## src/rtl/stack_arbiter.sv

```systemverilog
// -----------------------------------------------------------------------------
// stack_arbiter
//
// Round-robin arbiter that shares one LIFO stack between NREQ requesters.
// Each requester hands over a push or pop through a valid/ready handshake;
// the arbiter runs one stack operation at a time and answers the originating
// requester with a one-cycle, one-hot response carrying pop data, the echoed
// push data, or an error flag (pop while empty / push while full).
//
// Ports
//   clk_i          clock, rising edge
//   rst_i          asynchronous reset, active-high
//   req_valid_i    [NREQ]        request valid, held until accepted
//   req_op_i       [NREQ]        1 = push, 0 = pop
//   req_data_i     [NREQ*WIDTH]  push data, requester i at [i*WIDTH +: WIDTH]
//   req_ready_o    [NREQ]        one-hot accept (combinational, IDLE only)
//   rsp_valid_o    [NREQ]        one-hot response strobe
//   rsp_data_o     [WIDTH]       pop data / echoed push data / 0 on error
//   rsp_err_o                    error qualifier for rsp_valid_o
//   stk_push_o, stk_pop_o        stack strobes (EXEC only, never together)
//   stk_data_in_o  [WIDTH]       data to stack (latched request data)
//   stk_data_out_i [WIDTH]       registered stack read data
//   stk_full_i, stk_empty_i      stack flags, sampled in EXEC
// -----------------------------------------------------------------------------
module stack_arbiter #(
    parameter int NREQ  = 4,
    parameter int WIDTH = 8
) (
    input  logic                  clk_i,
    input  logic                  rst_i,
    input  logic [NREQ-1:0]       req_valid_i,
    input  logic [NREQ-1:0]       req_op_i,
    input  logic [NREQ*WIDTH-1:0] req_data_i,
    output logic [NREQ-1:0]       req_ready_o,
    output logic [NREQ-1:0]       rsp_valid_o,
    output logic [WIDTH-1:0]      rsp_data_o,
    output logic                  rsp_err_o,
    output logic                  stk_push_o,
    output logic                  stk_pop_o,
    output logic [WIDTH-1:0]      stk_data_in_o,
    input  logic [WIDTH-1:0]      stk_data_out_i,
    input  logic                  stk_full_i,
    input  logic                  stk_empty_i
);

    localparam int IDX_W = (NREQ > 1) ? $clog2(NREQ) : 1;

    typedef enum logic [1:0] {
        IDLE = 2'd0,
        EXEC = 2'd1,
        WAIT = 2'd2,
        RESP = 2'd3
    } state_t;

    state_t           state_q,    state_d;
    logic [IDX_W-1:0] last_q,     last_d;
    logic [IDX_W-1:0] idx_q,      idx_d;
    logic             op_q,       op_d;
    logic [WIDTH-1:0] dat_q,      dat_d;
    logic [WIDTH-1:0] rsp_data_q, rsp_data_d;
    logic             rsp_err_q,  rsp_err_d;

    logic             gnt_found;
    logic [IDX_W-1:0] gnt_idx;
    int               cand;

    // Round-robin search: start just after the last grant and wrap, so the
    // requester served most recently is looked at last.
    always_comb begin
        gnt_found = 1'b0;
        gnt_idx   = '0;
        cand      = 0;
        for (int k = 1; k <= NREQ; k++) begin
            cand = int'(last_q) + k;
            if (cand >= NREQ) begin
                cand = cand - NREQ;
            end
            if (!gnt_found && req_valid_i[IDX_W'(cand)]) begin
                gnt_found = 1'b1;
                gnt_idx   = IDX_W'(cand);
            end
        end
    end

    always_ff @(posedge clk_i or posedge rst_i) begin
        if (rst_i) begin
            state_q    <= IDLE;
            last_q     <= IDX_W'(NREQ - 1);
            idx_q      <= '0;
            op_q       <= 1'b0;
            dat_q      <= '0;
            rsp_data_q <= '0;
            rsp_err_q  <= 1'b0;
        end else begin
            state_q    <= state_d;
            last_q     <= last_d;
            idx_q      <= idx_d;
            op_q       <= op_d;
            dat_q      <= dat_d;
            rsp_data_q <= rsp_data_d;
            rsp_err_q  <= rsp_err_d;
        end
    end

    always_comb begin
        state_d     = state_q;
        last_d      = last_q;
        idx_d       = idx_q;
        op_d        = op_q;
        dat_d       = dat_q;
        rsp_data_d  = rsp_data_q;
        rsp_err_d   = rsp_err_q;
        req_ready_o = '0;
        rsp_valid_o = '0;
        stk_push_o  = 1'b0;
        stk_pop_o   = 1'b0;
        // The latched request data is presented for the whole transaction,
        // not only during the push strobe.
        stk_data_in_o = (state_q == IDLE) ? '0 : dat_q;

        unique case (state_q)
            IDLE: begin
                // A grant only exists for a valid requester, so showing ready
                // is the same as accepting on this edge.
                if (gnt_found) begin
                    req_ready_o = NREQ'(1) << gnt_idx;
                    idx_d       = gnt_idx;
                    op_d        = req_op_i[gnt_idx];
                    dat_d       = req_data_i[gnt_idx*WIDTH +: WIDTH];
                    last_d      = gnt_idx;
                    state_d     = EXEC;
                end
            end
            EXEC: begin
                if (op_q) begin
                    if (!stk_full_i) begin
                        stk_push_o = 1'b1;
                        rsp_data_d = dat_q;
                        rsp_err_d  = 1'b0;
                    end else begin
                        rsp_data_d = '0;
                        rsp_err_d  = 1'b1;
                    end
                    state_d = RESP;
                end else if (!stk_empty_i) begin
                    stk_pop_o = 1'b1;
                    state_d   = WAIT;
                end else begin
                    rsp_data_d = '0;
                    rsp_err_d  = 1'b1;
                    state_d    = RESP;
                end
            end
            WAIT: begin
                // Stack output register was loaded by the pop edge.
                rsp_data_d = stk_data_out_i;
                rsp_err_d  = 1'b0;
                state_d    = RESP;
            end
            RESP: begin
                rsp_valid_o = NREQ'(1) << idx_q;
                state_d     = IDLE;
            end
            default: begin
                state_d = IDLE;
            end
        endcase
    end

    assign rsp_data_o = rsp_data_q;
    assign rsp_err_o  = rsp_err_q;

endmodule

```

## config.mk

```make
export PLATFORM = sky130hd
export DESIGN_NAME = stack_arbiter
export DESIGN_NICKNAME = d
export VERILOG_FILES = /design/src/rtl/stack_arbiter.sv
export SDC_FILE = /design/constraint.sdc
export NUM_CORES = 1
export LEC_CHECK = 0
export ABC_AREA = 1
export ABC_CLOCK_PERIOD_IN_PS = 3200
export BUFFER_PORTS_ARGS = -buffer_cell sky130_fd_sc_hd__buf_2
export CORE_ASPECT_RATIO = 0.5
export CORE_MARGIN = 2
export CORE_UTILIZATION = 50
export CTS_BUF_LIST = sky130_fd_sc_hd__clkbuf_4 sky130_fd_sc_hd__clkbuf_8
export DETAILED_ROUTE_END_ITERATION = 12
export PLACE_DENSITY_LB_ADDON = 0.12
export SYNTH_ARGS = -nofsm -noshare
export SYNTH_HDL_FRONTEND = slang
export SYNTH_SLANG_ARGS = --single-unit
```

## constraint.sdc

```tcl
create_clock -name clk_i -period 3.2 [get_ports clk_i]
set_clock_uncertainty 0.2 [all_clocks]
set_input_delay 0.96 -clock clk_i [delete_from_list [all_inputs] [get_ports clk_i]]
set_output_delay 0.96 -clock clk_i [all_outputs]
set_load 0.05 [all_outputs]
```

; ---- Word level (Yosys, flattened, before mapping)
; Index checks and enable logic that the tools add are counted.
[totals]
ff_bits = 24
wordCells = 90
in_bits = 52
output_inout_bits = 27
[classes]
n_reduce_logical = 10
n_eq_ne = 5
add_sub_neg = 8
shifts = 3
mux = 48
order_cmp = 9
[op_table]
columns = operator, n
row1 = two-way mux 8 bit, 4
row2 = variable part select 32 x 6 -> 8 bit, 1
row3 = two-way mux 1 bit, 24
row4 = two-way mux 2 bit, 9
row5 = < comparator 2 x 4 -> 1 bit (second input constant), 4
row6 = case mux 8 bit (2 select lines), 1
row7 = two-way mux 4 bit, 3
row8 = binary-select mux 1 bit (select 2 bit), 5
row9 = greater-or-equal comparator 3 bit (second input constant), 3
row10 = case mux 2 bit (4 select lines), 1
row11 = << shifter 1 x 2 -> 4 bit (first input constant), 2
row12 = subtractor 2 x 1 -> 2 bit (second input constant), 4
row13 = adder 2 x 2 -> 3 bit (second input constant), 2
row14 = adder 2 x 3 -> 4 bit (second input constant), 1
row15 = == test 2 bit (second input constant), 2
row16 = greater-or-equal comparator 4 x 3 -> 1 bit (second input constant), 1
row17 = AND reduction 2 bit, 2
row18 = adder 2 x 1 -> 3 bit (second input constant), 1
row19 = logical AND 1 bit, 3
row20 = logical NOT 1 bit, 3
row21 = < comparator 2 x 3 -> 1 bit (second input constant), 1
row22 = != test 3 bit (second input constant), 1
row23 = == test 2 x 1 -> 1 bit (second input constant), 1
row24 = logical NOT 2 bit, 1
row25 = 3 further kinds, 3

; ---- Longest topological paths before layout
; Gate-level depths: netlist (run 1).
[depth]
depth_word = 19
depth_mapped = 18
depth_no_buf = 16

; ---- Least setup slack after synthesis (run 1)
; OpenSTA, ideal clock, no wires.
[synth_timing]
kind = input-to-output
from = input req_valid_i[1]
to = output req_ready_o[3]
cell_stages = 10
n_path_buf = 1
arrival_ps = 2800
path_slack_ps = -760
required_time_ps = 2040
path_cell_list = nand2_1 nand3_1 nand2_1 inv_1 nor2_4 nand4_1 nand2_2 inv_2 buf_4 nor3_1
[synth_between]
elab_chain_len = 16
elab_cells_between_ends = 29
[synth_lines]
columns = item, line
row1 = "start, declared", 31  ; input logic [NREQ-1:0] req_valid_i,
row2 = binary-select mux 1 bit (select 2 bit), 78  ; if (!gnt_found && req_valid_i[IDX_W'(cand)]) begin
row3 = two-way mux 1 bit (not written as such) (2 in series), 78
row4 = two-way mux 1 bit, 78
row5 = logical NOT 1 bit, 78
row6 = logical AND 1 bit, 78
row7 = two-way mux 1 bit, 78
row8 = logical NOT 1 bit, 78
row9 = logical AND 1 bit, 78
row10 = two-way mux 1 bit, 78
row11 = logical NOT 1 bit, 78
row12 = logical AND 1 bit, 78
row13 = two-way mux 2 bit, 78
row14 = << shifter 1 x 2 -> 4 bit, 126  ; req_ready_o = NREQ'(1) << gnt_idx;
row15 = two-way mux 4 bit (*), 125  ; if (gnt_found) begin
row16 = two-way mux 4 bit (*), 121  ; unique case (state_q)
row17 = "end, declared", 34  ; output logic [NREQ-1:0] req_ready_o,
; Mark *: on every way between the ends. The rest lies on a longest branch, timed or not. The select of a mux whose other input is x is not followed.

; ---- Final worst setup path (run 1)
[layout_timing]
from = register last_q[0]
to = output req_ready_o[3]
[layout_between]
elab_chain_len = 19
elab_cells_between_ends = 45
[layout_lines]
columns = item, line
row1 = "start, declared", 56  ; logic [IDX_W-1:0] last_q, last_d;
row2 = "start signal, assigned", 88  ; last_q <= IDX_W'(NREQ - 1);
row3 = "start signal, assigned", 96  ; last_q <= last_d;
row4 = adder 2 x 1 -> 3 bit, 74  ; cand = int'(last_q) + k;
row5 = greater-or-equal comparator 3 bit / subtractor 2 x 1 -> 2 bit (equally long branches), "75, 76"
row6 = two-way mux 2 bit, 75  ; if (cand >= NREQ) begin
row7 = binary-select mux 1 bit (select 2 bit), 78
row8 = two-way mux 1 bit (not written as such) (2 in series), 78
row9 = two-way mux 1 bit, 78
row10 = logical NOT 1 bit, 78
row11 = logical AND 1 bit, 78
row12 = [... 2 more ...], n/a
row13 = logical AND 1 bit, 78
row14 = two-way mux 1 bit, 78
row15 = logical NOT 1 bit, 78
row16 = logical AND 1 bit, 78
row17 = two-way mux 2 bit, 78
row18 = << shifter 1 x 2 -> 4 bit, 126
row19 = two-way mux 4 bit (*), 125
row20 = two-way mux 4 bit (*), 121
; Marked as above.

==> run summary, run 1 <==
status: finished with violations
failing checks: setup timing
Post-Synth Simple-Gate Area: 0.4520
Synth cell types: 32
Layout fillers: 246
Yosys Warn Count: 0
Sequential Area: 603.1 um^2
endpoints failing hold: 0
WP data arrival: 2.19 ns
Final GP Congestion: 0.9594
initial core utilization: 0.5459
# hold bufs at CTS: 0
CP Max Fanout: 8
IO buf count: 78
CTS max path bufs: 2
Max stage delay cell, worst path: dfstp_2
Slew Limit Headroom: 0.3052
final slew viol count: 0
vias per cell: 5.119
post-synthesis adder-cell area fraction: 0.02558
fin crit period: 3.348 ns
sequential-to-total area share from yosys stat: 0.3082
vias in the first global route: 1905
unrepaired setup endpoints after global routing: yes
Worst Hold Slack: 0.3233 ns
GRT overflow: 0
Die W: 92.48 um
clk slew on worst S/H paths: 0.09 ns
Netlist Area Pre-Place: 0.001957 mm^2
period utilization: 1.046
Total Routing Usage GR: 0.2576
multi-input logic area: 0.001210 mm^2
area delta synth->final: 43.54%
global-route wire length before repair: 8.818 mm
cell count after synthesis: 295
Least-Margin Pin Slew: 1.035 ns
Die Span Y: 48.24 um
post-synthesis compound-gate area fraction: 0.06394
setup TNS: -0.5074 ns
initial DRC count: 135
root buf cell: clkbuf_8
worst-skew pair later-pin latency: 0.28 ns
Syn Nets: 351
Routed Antenna Nets: 0
Startpoint Class: flop
floorplan core area: 0.003585 mm^2
DRT Pass-1 Iters: 4
worst path required time: 2.04 ns
multiplexer share of the synthesized area: 0
WL/cell: 13.60 um
total CTS buffers: 3
largest net degree at the start of global routing: 25
Buf/Inv on CP: 4
cells along the critical path: inv_6 > nand2_1 > nand2_2 > nand2_1 > nand2_2 > inv_2 > nand4_1 > nand2_4 > inv_4 > nor3_4 > buf_6
dpl ws: -0.2422 ns
initial antenna violation count: 0
area share of xor/xnor cells in the synthesized design: 0
layout cell share with drive strength beyond 1: 0.4365
num rows: 15
residual DRC count: 0
max-cap violation count: 0
total detailed-routing wirelength: 6.053 mm
via total after detailed routing: 2278
htree depth: 1
fin nets: 451
largest delay contributor family on the critical path: simple AND/OR/NAND/NOR gates
hpwl dp: 4.195 mm
fmax: 0.2986 GHz
# setup viols final: 4
setup ws final: -0.1485 ns
largest family of logic cells by synthesized area: simple AND/OR/NAND/NOR gates
critical path endpoint category: output port
I/O pin count: 79
Hold Crit Class: flop to flop
crit path kind: flop to output port
max incr delay on CP: 0.66 ns
synthesized area per cell: 6.633 um^2
flops & latches, synth: 24
CTS tree: yes
die area: 0.004461 mm^2
Sink Count: 24
ant diodes: 0
Yosys cell counts:
cell      number  area, um^2
o21ai_1        1       5.000
nand3b_2       1       11.26
ha_1           4       50.05
nor2_1        23       86.33
nor3_1         7       35.03
nand3_1       37       185.2
nor2_4         2       22.52
o31ai_1        1       7.510
dfstp_2        2       52.55
a31oi_1        9       56.30
a21oi_1        5       25.02
nand2_2       19       118.9
inv_2          5       18.77
inv_6          1       8.760
nand3b_1       1       7.510
nand4_1        3       18.77
nand2_1       86       322.8
nand2_8        1       20.02
o21ai_0        3       15.01
nand3_2        1       10.01
buf_4          2       15.01
clkbuf_1       2       7.510
o21ai_2        1       8.760
inv_1         42       157.7
and2_1         1       6.260
nor2_2         1       6.260
dfrtp_1       22       550.5
buf_6          5       56.30
nand2_4        3       33.78
buf_12         1       20.02
a21boi_0       1       7.510
buf_2          2       10.01
routing by layer:
layer,vias up,GRT usage,share of wire
li1,1114,-,-
met1,1039,0.3250,0.42
met2,106,0.4847,0.49
met3,19,0.04019,0.071
met4,0,0.07761,0.021
met5,-,0,0
state kept, by name, summed over array words and instances, names as in the netlist:
register and flops:
dat_q 8, idx_q 2, last_q 2, op_q 1
rsp_data_o 8, rsp_err_o 1, state_q 2
what timing repair did:
| item | CTS | global route |
|---|---|---|
| pin swaps | 12 | 11 |
| setup buffers | 7 | 7 |
| gates resized for setup | 23 | 16 |
| endpoints found under the setup margin | 4 | 4 |
layout make-up:
class | instances | area share
flip-flops and latches | 24 | 0.2147
repair buffers | 107 | 0.2396
clock inverters | 1 | 0.01069
well taps | 51 | 0.02272
clock buffers | 3 | 0.01470
multi-input cells | 211 | 0.4307
inverters | 48 | 0.06682
worst register-to-register path, delay by kind of cell (launching register included):
kind	cells	cell delay, ns
simple gates	12	1.12
buf+inv	4	0.57
flops	1	0.66
worst paths after layout:
path                           start              to  slack (ns)  depth (start not counted)
setup reg to reg           last_q[0]            op_q        0.55                         16
hold reg to reg             dat_q[0]        dat_q[0]        0.32                          2
min in group asynchronous      rst_i        dat_q[6]        0.51                          3
hold / removal              dat_q[0]        dat_q[0]        0.32                          2
setup / recovery           last_q[0]  req_ready_o[3]       -0.15                         11
max in group asynchronous      rst_i       last_q[0]        2.00                          3
through the flow:
stage | std cells | instance area (um^2) | utilization
2_1_floorplan | 295 | 2046 | -
3_3_place_gp | 427 | 2496 | 0.6963
6_report | 445 | 2809 | 0.7836
3_5_place_dp | 427 | 2496 | 0.6963
5_1_grt | 445 | 2809 | 0.7836
4_1_cts | 438 | 2699 | 0.7529
cells in the final DEF, fill, tap and decap left out, drive strengths merged:
master  count
a21oi       5
inv        48
nand2     109
nor3        7
ha          4
dfrtp      22
bufinv      1
and2        1
nand4       3
o21ai       5
a21boi      1
a31oi       9
buf       107
dfstp       2
nand3      38
nor2       26
nand3b      2
o31ai       1
clkbuf      3
cells by family (layout without fill, tap and decap cells):
logic type | count (synthesis) | after routing
compound gates | 21 | 21
fa+ha+maj | 4 | 4
buf+inv | 60 | 159
flops | 24 | 24
simple gates | 186 | 186
Power of run 1 is left out: the tool's default activity adds up to more than one toggle a clock period on the data nets, which glitch-free logic cannot reach.
==> inputs of run 2 (changes only) <==
--- a/config.mk
+++ b/config.mk
@@ -13,7 +13,7 @@
 export CORE_UTILIZATION = 50
 export CTS_BUF_LIST = sky130_fd_sc_hd__clkbuf_4 sky130_fd_sc_hd__clkbuf_8
 export DETAILED_ROUTE_END_ITERATION = 12
-export PLACE_DENSITY_LB_ADDON = 0.12
+export PLACE_DENSITY_LB_ADDON = 0.3
 export SYNTH_ARGS = -nofsm -noshare
 export SYNTH_HDL_FRONTEND = slang
 export SYNTH_SLANG_ARGS = --single-unit
==> run 2 against run 1 <==
The flow still finishes with violations (setup timing). Final cell count fell by 1.6%. Critical endpoint unchanged. Maximum frequency rose by 0.50%. Worst hold slack got worse by 0.011 ns. Die area did not move. Clock-buffer cell count did not move. Non-clock buffer count fell by 7. Cell area fell by 1.0%. Register-to-register slack improved by 0.16 ns. Global-route usage fell by 2.5 points. Flip-flop and latch count did not move. Via count fell by 2.9%. Utilization fell by 0.80 points.
==> run summary, run 2 (same netlist as run 1, synthesis figures left out) <==
Die Span Y: 48.24 um
Least-Margin Pin Slew: 1.005 ns
Sink Count: 24
failing checks: setup timing
CTS max path bufs: 2
period utilization: 1.041
Hold Crit Class: flop to flop
final slew viol count: 0
ant diodes: 0
Layout fillers: 277
unrepaired setup endpoints after global routing: yes
most frequent cells in the layout: nand2_1, buf_2, inv_1, nand3_1
total detailed-routing wirelength: 5.554 mm
fmax: 0.3001 GHz
CP Max Fanout: 5
worst reg2reg path depth: 16
worst r2r src: last_q[0]
status: finished with violations
floorplan core area: 0.003585 mm^2
Slew Limit Headroom: 0.3258
CTS tree: yes
Startpoint Class: input port
area delta synth->final: 42.07%
IO buf count: 78
largest net degree at the start of global routing: 25
vias in the first global route: 1800
critical path endpoint category: output port
Sequential Area: 603.1 um^2
Final GP Congestion: 0.9134
Routed Antenna Nets: 0
vias per cell: 5.053
initial core utilization: 0.5459
total CTS buffers: 3
worst path required time: 2.04 ns
WP data arrival: 2.17 ns
layout cell share with drive strength beyond 1: 0.4264
max-cap violation count: 0
hpwl dp: 4.023 mm
GRT overflow: 0
num rows: 15
I/O pin count: 79
residual DRC count: 0
clk slew on worst S/H paths: 0.08 ns
die area: 0.004461 mm^2
crit path kind: input port to output port
commonest non-fill, non-tap cell in the layout: nand2_1
initial antenna violation count: 0
htree depth: 1
Setup crit start: req_valid_i[1]
global-route wire length before repair: 7.969 mm
DRT Pass-1 Iters: 5
# hold bufs at CTS: 0
Die W: 92.48 um
endpoints failing hold: 0
fin crit period: 3.332 ns
Min-Delay Path Depth: 2
Total Routing Usage GR: 0.2324
dpl ws: -0.2641 ns
HP Start: dat_q[3]
multi-input logic area: 0.001225 mm^2
initial DRC count: 117
# setup viols final: 4
setup ws final: -0.1317 ns
root buf cell: clkbuf_8
WL/cell: 12.68 um
via total after detailed routing: 2213
worst-skew pair later-pin latency: 0.27 ns
fin nets: 444
## run 2: cell types whose count changed in the layout (fill, tap and decap cells not counted)
cell / before / now
buf_8: 1 / 2
nand3_4: 0 / 1
buf_4: 26 / 20
nand2_2: 25 / 22
buf_6: 10 / 7
buf_12: 0 / 1
o21ai_2: 0 / 1
nand2_4: 10 / 13
nand3_2: 3 / 2
o21ai_4: 1 / 0
## run 2: critical path, cell delays in order
cell and delay, ns:
buf_6 0.10, nand2_2 0.06, nand2_2 0.08, nand2_2 0.11, nand2_4 0.07, nor2_4 0.11
nand4_1 0.15, nand2_4 0.15, inv_4 0.06, nor3_4 0.13, buf_6 0.18
## run 2: metal layers
layer  global-route usage  up-vias  part of all wire
met5                    0        -                 0
met4              0.05075        0             0.022
met3              0.04637       18             0.072
met2               0.4263       94              0.48
met1               0.3004     1000              0.43
li1                     -     1101                 -
## run 2: repair_timing
action                     CTS  global route
hold endpoints to repair     0             0
pin swaps                   14             7
setup endpoints to repair    4             4
setup buffers                4             4
resized for setup           29            12
## run 2: final timing paths
kind	slack, ns	to
worst min register to register	0.31	dat_q[3]
worst max register to register	0.71	dat_q[5]
min in group asynchronous	0.70	op_q
max in group asynchronous	1.52	rsp_err_o
worst min-delay path	0.31	dat_q[3]
worst max-delay path	-0.13	req_ready_o[3]
## run 2: final cells by class
type / count / share of cell area
inverters: 48 / 0.06751
clock inverters: 1 / 0.01080
well taps: 51 / 0.02295
multi-input cells: 211 / 0.4406
clock buffers: 3 / 0.01485
repair buffers: 100 / 0.2264
flip-flops and latches: 24 / 0.2169
## run 2: per-stage QoR
step | area, um^2 | util | hold slack [ns] | instances | TNS, ns
2_1_floorplan | 2046 | - | 0.2707 | 295 | -0.4068
3_3_place_gp | 2489 | 0.6942 | 0.2913 | 426 | -0.7021
3_5_place_dp | 2489 | 0.6942 | 0.2952 | 426 | -0.9279
4_1_cts | 2700 | 0.7532 | 0.3179 | 434 | -0.2706
5_1_grt | 2780 | 0.7756 | 0.3406 | 438 | -0.6273
6_report | 2780 | 0.7756 | 0.3119 | 438 | -0.3758
Power of run 2 is left out for the same reason.
==> inputs of run 3 (changes only) <==
--- a/config.mk
+++ b/config.mk
@@ -8,11 +8,11 @@
 export ABC_AREA = 1
 export ABC_CLOCK_PERIOD_IN_PS = 3200
 export BUFFER_PORTS_ARGS = -buffer_cell sky130_fd_sc_hd__buf_2
-export CORE_ASPECT_RATIO = 0.5
 export CORE_MARGIN = 2
 export CORE_UTILIZATION = 50
 export CTS_BUF_LIST = sky130_fd_sc_hd__clkbuf_4 sky130_fd_sc_hd__clkbuf_8
 export DETAILED_ROUTE_END_ITERATION = 12
+export HOLD_SLACK_MARGIN = 0.02
 export PLACE_DENSITY_LB_ADDON = 0.3
 export SYNTH_ARGS = -nofsm -noshare
 export SYNTH_HDL_FRONTEND = slang
==> run 3 against run 2 <==
Register-to-register slack better by 0.08 ns. The run still ends with setup timing left. Clock-buffer cell count unchanged. Die area fell by 0.68%. Setup slack is essentially flat. Critical path depth unchanged. Highest routed layer unchanged. Global-route usage rose by 2.0 points. Final cell count fell by 0.68%. Sequential share of layout area grew 0.18 points. Utilization fell by 3.3 points.
==> run summary, run 3 (same netlist as run 1, synthesis figures left out) <==
initial antenna violation count: 0
non-filler cells, final: 435
CTS max path bufs: 2
ant diodes: 0
critical path endpoint category: output port
WL/cell: 12.76 um
num rows: 22
Placed Cells: 422
highest metal used: met4
HP Start: dat_q[4]
initial core utilization: 0.5266
Final GP Congestion: 0.8619
fmax: 0.3002 GHz
vias per cell: 5.069
largest delay contributor family on the critical path: simple AND/OR/NAND/NOR gates
total CTS buffers: 3
endpoints failing hold: 0
die area: 0.004430 mm^2
total detailed-routing wirelength: 5.551 mm
Total Routing Usage GR: 0.2528
Startpoint Class: input port
worst-skew pair later-pin latency: 0.27 ns
Die Span Y: 66.56 um
Hold EP: dat_q[4]
area delta synth->final: 40.92%
via total after detailed routing: 2205
fin crit period: 3.331 ns
setup ws final: -0.1315 ns
dpl ws: -0.2356 ns
clk slew on worst S/H paths: 0.08 ns
worst path required time: 2.04 ns
Die W: 66.56 um
# setup viols final: 4
Hold Crit Class: flop to flop
fin nets: 444
max-cap violation count: 0
CTS tree: yes
largest net degree at the start of global routing: 25
failing checks: setup timing
residual DRC count: 0
final slew viol count: 0
M1 WL: 2.226 mm
Setup crit start: req_valid_i[2]
Reg2Reg Setup Slack: 0.79 ns
worst r2r src: last_q[0]
max incr delay on CP: 0.18 ns
vias in the first global route: 2072
Sink Count: 24
htree depth: 1
Routed Antenna Nets: 0
Least-Margin Pin Slew: 0.9028 ns
status: finished with violations
worst reg2reg path depth: 15
most frequent cells in the layout: nand2_1, buf_2, inv_1, nand3_1, nand2_2
root buf cell: clkbuf_8
period utilization: 1.041
commonest non-fill, non-tap cell in the layout: nand2_1
critical path's most frequent cell: nand2_2
# hold bufs at CTS: 0
Max stage delay cell, worst path: buf_6
CP Max Fanout: 4
Min-Delay Path Depth: 2
post-route cell area: 0.002758 mm^2
layout cell share with drive strength beyond 1: 0.4289
hpwl dp: 3.880 mm
WP data arrival: 2.17 ns
crit path kind: input port to output port
unrepaired setup endpoints after global routing: yes
I/O pin count: 79
met3 WL post-DR: 215 um
area of placed instances: 0.002477 mm^2
DRT Pass-1 Iters: 4
Slew Limit Headroom: 0.3974
global-route wire length before repair: 8.742 mm
initial DRC count: 132
GRT overflow: 0
Worst Hold Slack: 0.3247 ns
cells along the critical path: buf_8 > nand2_2 > nand2_2 > nand2_2 > nand2_2 > inv_2 > nand4_1 > nand2_4 > inv_6 > nor3_4 > buf_6
IO buf count: 78
floorplan core area: 0.003716 mm^2
Crit Reg-Reg Endpoint: op_q
WL met2: 2.999 mm
Buf/Inv on CP: 4
[run 3: cell counts in the layout (fill, tap and decap cells not counted)]
No cell type changed its count.
[run 3: worst max-delay path by stage]
| stage | cells past startpoint | slack, ns | endpoint |
|---|---|---|---|
| 5_1_grt | 11 | -0.20 | req_ready_o[3] |
| 3_3_place_gp | 10 | -0.22 | req_ready_o[2] |
| 4_1_cts | 11 | -0.08 | req_ready_o[3] |
| 2_1_floorplan | 10 | -0.11 | req_ready_o[3] |
| 6_report | 11 | -0.13 | req_ready_o[3] |
| 3_5_place_dp | 11 | -0.24 | req_ready_o[3] |
[run 3: metrics by stage]
step | setup TNS [ns] | utilization
6_report | -0.3747 | 0.7421
4_1_cts | -0.2849 | 0.7263
2_1_floorplan | -0.4068 | -
3_3_place_gp | -0.7746 | 0.6667
3_5_place_dp | -0.8663 | 0.6667
5_1_grt | -0.6640 | 0.7421
[run 3: metal layers]
| layer | track usage | up-vias |
|---|---|---|
| met2 | 0.4738 | 64 |
| met5 | 0 | - |
| li1 | - | 1107 |
| met3 | 0.04223 | 10 |
| met1 | 0.2910 | 1024 |
| met4 | 0.07398 | 0 |
[run 3: final cells by class]
| cell class | instances | area [um^2] |
|---|---|---|
| Multi-Input combinational cell | 211 | 1209 |
| Clock buffer | 3 | 41.29 |
| Sequential cell | 24 | 603.1 |
| Inverter | 48 | 190.2 |
| Clock inverter | 1 | 30.03 |
| Tap cell | 48 | 60.06 |
| Fill cell | 298 | 958.4 |
| Timing Repair Buffer | 100 | 624.3 |
[run 3: repair_timing]
item                                    CTS  global route
resized for setup                        30            11
pin swaps                                21            15
endpoints found under the setup margin    4             4
setup buffers                             6             3
[run 3: worst min-delay path: stages (launching register included)]
cell and delay, ns:
dfrtp_1 0.37, nand2_1 0.06, nand2_1 0.06
Power of run 3 is left out for the same reason.
